===== src/rtl/break_value_counter.sv =====
// WalkSAT break-value evaluator: flags the clauses a candidate flip would break and
// registers both the flag vector and its population count, one clock after sampling.
module break_value_counter #(
  parameter int NUM_CLAUSES      = 20,
  parameter int NUM_ROWS         = 3,
  parameter int NUM_CLAUSES_BITS = 5
) (
  input  logic                        clk,
  input  logic                        reset,
  input  logic [NUM_CLAUSES-1:0]      clause_broken_i,
  input  logic [NUM_CLAUSES-1:0]      mask_bits_i,
  output logic [NUM_CLAUSES_BITS-1:0] break_value_o,
  output logic [NUM_CLAUSES-1:0]      clause_broken_o
);

  localparam int SEG_W     = (NUM_CLAUSES + NUM_ROWS - 1) / NUM_ROWS;
  localparam int PAD_W     = SEG_W * NUM_ROWS;
  localparam int SEG_CNT_W = $clog2(SEG_W + 1);
  localparam int SUM_W     = $clog2(NUM_CLAUSES + 1);
  localparam int OUT_MAX   = (2 ** NUM_CLAUSES_BITS) - 1;

  logic [NUM_CLAUSES-1:0]      broken;
  logic [PAD_W-1:0]            broken_pad;
  logic [SEG_CNT_W-1:0]        seg_cnt [NUM_ROWS];
  logic [SUM_W-1:0]            sum;
  logic [NUM_CLAUSES_BITS-1:0] count_sat;

  assign broken = clause_broken_i & mask_bits_i;

  // The last segment is clipped; padding with constant zeros keeps the unused
  // positions of that segment from contributing anything but 0 to its count.
  assign broken_pad = PAD_W'(broken);

  // NOTE: every always_comb output gets a default before the loops so no path
  // leaves it unassigned, which would otherwise infer a latch.
  always_comb begin
    for (int k = 0; k < NUM_ROWS; k++) begin
      seg_cnt[k] = '0;
      for (int i = 0; i < SEG_W; i++) begin
        seg_cnt[k] = seg_cnt[k] + SEG_CNT_W'(broken_pad[k*SEG_W + i]);
      end
    end
  end

  always_comb begin
    sum = '0;
    for (int k = 0; k < NUM_ROWS; k++) begin
      sum = sum + SUM_W'(seg_cnt[k]);
    end
  end

  // Saturation logic only exists when the output is narrower than the full count.
  generate
    if (SUM_W > NUM_CLAUSES_BITS) begin : g_sat
      assign count_sat = (sum > SUM_W'(OUT_MAX)) ? '1 : sum[NUM_CLAUSES_BITS-1:0];
    end else begin : g_ext
      assign count_sat = NUM_CLAUSES_BITS'(sum);
    end
  endgenerate

  // NOTE: registered state uses non-blocking assignments so every flop samples
  // the pre-edge values, independent of statement order.
  always_ff @(posedge clk) begin
    if (!reset) begin
      break_value_o   <= '0;
      clause_broken_o <= '0;
    end else begin
      break_value_o   <= count_sat;
      clause_broken_o <= broken;
    end
  end

endmodule


===== config.mk =====
export PLATFORM = sky130hd
export DESIGN_NAME = break_value_counter
export DESIGN_NICKNAME = d
export VERILOG_FILES = /design/src/rtl/break_value_counter.sv
export SDC_FILE = /design/constraint.sdc
export NUM_CORES = 1
export LEC_CHECK = 0
export ABC_AREA = 1
export BUFFER_PORTS_ARGS = -buffer_cell sky130_fd_sc_hd__buf_4
export CORE_AREA = 4 4 58 60
export CTS_CLUSTER_SIZE = 30
export DETAILED_ROUTE_END_ITERATION = 8
export DIE_AREA = 0 0 62 64
export PLACE_DENSITY = 0.81
export SETUP_SLACK_MARGIN = 0.5
export SYNTH_ARGS = -nofsm -noshare
export SYNTH_HDL_FRONTEND = slang
export SYNTH_SLANG_ARGS = --single-unit

===== constraint.sdc =====
create_clock -name clk -period 5 [get_ports clk]
set_clock_uncertainty 0.1 [all_clocks]
set_input_delay 0.5 -clock clk [delete_from_list [all_inputs] [get_ports clk]]
set_output_delay 0.5 -clock clk [all_outputs]
set_load 0.005 [all_outputs]

==> metrics.txt <==
run status=complete, no violations; warning count from the yosys run=0; Compound-Gate Fraction of Synth Area=0.0125; most used flip-flop cell after synthesis=sky130_fd_sc_hd__dfxtp_1; count of H-tree levels built during CTS=1; post-layout util=0.594; CP max-delay cell=sky130_fd_sc_hd__fa_1; remaining routing DRC violations=0; startpoint types=primary input; mean routed wirelength per cell=around 11 um; antenna diode instance count=0; layout overhead on the synthesized area=45.2%; simple-gate portion of the synthesized area=0.169; share of async-settable or async-resettable flops after synthesis=0; clock-pin slew on the worst setup and hold paths=between 100 and 150 ps; worst-path maximum fanout=2; total vias in the final route=between 900 and 1,000; cts-stage hold buffer count=0; Post-Layout Cell Count=approximately 230; maximum buffer depth of the clock tree=2; Final Hold Viols=0; drt via density=roughly 4.3; area fraction of the dominant cell type after synthesis=0.418; largest cells by area after synthesis=sky130_fd_sc_hd__dfxtp_1 42%, sky130_fd_sc_hd__fa_1 23%, sky130_fd_sc_hd__nand2_1 8.8%; buffers and inverters on the worst path=6; total track usage=0.133; weighted congestion reported at the end of routability-driven placement=0.700; root cell of the clock tree=sky130_fd_sc_hd__clkbuf_4; Net count, final=between 200 and 300; ratio of total power to cell area=327 mW/mm^2; max_cap viols=0; summed instance area of the synthesized netlist=0.00120 mm^2; worst endpoint data arrival time=4240 ps; post-detailed-placement half-perimeter wirelength=2200 um; most repeated cell in the gate-level netlist after synthesis=sky130_fd_sc_hd__nand2_1; Hold Path Stages=3; global route total overflow=0; slowest stage delay, CP=~530 ps; largest net degree at the start of global routing=23; number of gates resized after cts=0; number of nets produced by synthesis=191; antenna violations before repair=0; number of flip-flops and latches in the synthesized netlist=25; count of nets left with antenna violations after detail routing=0; I/O Pins=67; share of the clock period used by the worst path after layout=0.817; most frequent cells after synthesis=28 x sky130_fd_sc_hd__nand2_1, 25 x sky130_fd_sc_hd__dfxtp_1, 23 x sky130_fd_sc_hd__inv_1, 23 x sky130_fd_sc_hd__nor2_1, 14 x sky130_fd_sc_hd__fa_1; Leakage Power=between 0.9 and 1 nW; most area-hungry cell type in the Yosys netlist=sky130_fd_sc_hd__dfxtp_1; aggregate routed wire length=2500 um; number of flops mapped to enable cells by yosys=0; floorplan die width=just over 60 um; die area=0.00397 mm^2; IO Port Bufs=between 60 and 70; final slew viol count=0; cell with the most instances on the worst path=sky130_fd_sc_hd__fa_1; number of instances in the placed design=about 230; height of the die=between 60 and 70 um; worst hold-check slack=302 ps; path type of the worst min-delay path=primary input to register; sort of element at the end of the critical path=register; critical path's top delay family=adder cells; overall power consumption=0.570 mW; TritonCTS clock tree=yes; Iter 0 DRT Violations=6; number of CTS-inserted buffers=3; worst relative slew slack=0.748; number of setup buffers added after CTS=0; core region area=roughly 0.003 mm^2; setup repair after global routing missed its margin=no; number of global-route vias before repair=976; slew of the pin with the lowest slew margin=approximately 380 ps; post-route minimum period=roughly 4100 ps; fraction of synthesized area in multiplexers=0; Max Clk Rate=about 240 MHz; number of placement rows=20; mean post-synth cell area=about 9.4 um^2; total number of clock tree sinks=25; setup TNS=0 ps; Initial DRT Pass Iterations=4; proportion of layout cells with a drive suffix above 1=0.367; post-synthesis xor/xnor area fraction=0; count of cell types in the netlist=11; setup violation total in the final timing report=0; Hold Path Origin=reset; sequential cell area fraction in the yosys report=0.418; data required time of the critical path=slightly above 5000 ps; Max VDD drop=between 150 and 200 uV; Critical Path Start=clause_broken_i[5]; list of cells traversed by the critical path=buf_4 > nand2_1 > inv_1 > fa_1 > inv_1 > fa_1 > fa_1 > fa_1 > inv_1 > fa_1 > ha_1 > inv_1 > fa_1 > inv_1 > nand2_1 > nand2_1 > a21oi_1 > nor2_1; post-synthesis adder-cell area fraction=0.307; global-route wire length before repair=roughly 3900 um; cell count after synthesis=128; Endpoint, Worst Hold=break_value_o[0]; dominant combinational cell family by area after synthesis=adder cells; initial core utilization=0.409; Setup CP Type=primary input to register
[how the worst max path moves through the flow]
| stage | to | cells after the start |
|---|---|---|
| after detailed placement | break_value_o[4] | 18 |
| after floorplan | break_value_o[4] | 17 |
| after global routing | break_value_o[4] | 18 |
| after global placement | break_value_o[4] | 18 |
| final | break_value_o[4] | 18 |
| after CTS | break_value_o[4] | 18 |
[cells by family (layout without fill, tap and decap cells)]
family | count (synthesis) | in the layout
simple gates | 53 | 53
buf+inv | 26 | 94
fa+ha+maj | 21 | 21
compound gates | 3 | 3
flops | 25 | 25
[cell type report]
class | count | area (um^2)
clock buffer | 3 | 22.5
clock inverter | 1 | 5.00
fill | 282 | 1190
inverter | 24 | 90.1
multi-input combinational | 77 | 586
sequential | 25 | 500
tap | 33 | 41.3
timing repair buffer | 66 | 495
[stage by stage]
| step | setup slack [ps] | cell area, um^2 |
|---|---|---|
| final | 916 | 1740 |
| after global routing | 714 | 1740 |
| after CTS | 916 | 1740 |
| after detailed placement | 587 | 1710 |
| after global placement | 673 | 1710 |
| after floorplan | 870 | 1200 |
[per-layer routing]
metal  vias up  GRT usage  share of wire
met5         -          0              0
met4         0     0.0477          0.012
met3         2     0.0121          0.080
met2        29      0.249           0.57
met1       456      0.148           0.34
li1        506          -              -
[power by group]
group	internal, mW	switching (mW)
clock network	0.0299	0.0590
registers	0.220	0.00462
logic	0.127	0.130
total	0.376	0.193
[placed cells by master (no fill, tap or decap), drive strengths merged]
| master | Yosys | final |
|---|---|---|
| buf | 2 | 66 |
| nand2 | 28 | 28 |
| dfxtp | 25 | 25 |
| inv | 24 | 24 |
| nor2 | 24 | 24 |
| fa | 14 | 14 |
| ha | 7 | 7 |
| a21oi | 3 | 3 |
| clkbuf | 0 | 3 |
| nand3 | 1 | 1 |
| clkinv | 0 | 1 |
[sequential cells by signal, summed over array words and instances, names as in the netlist]
register,flops
break_value_o,5
clause_broken_o,20
Note: power is estimated with default switching activity, not from simulation.
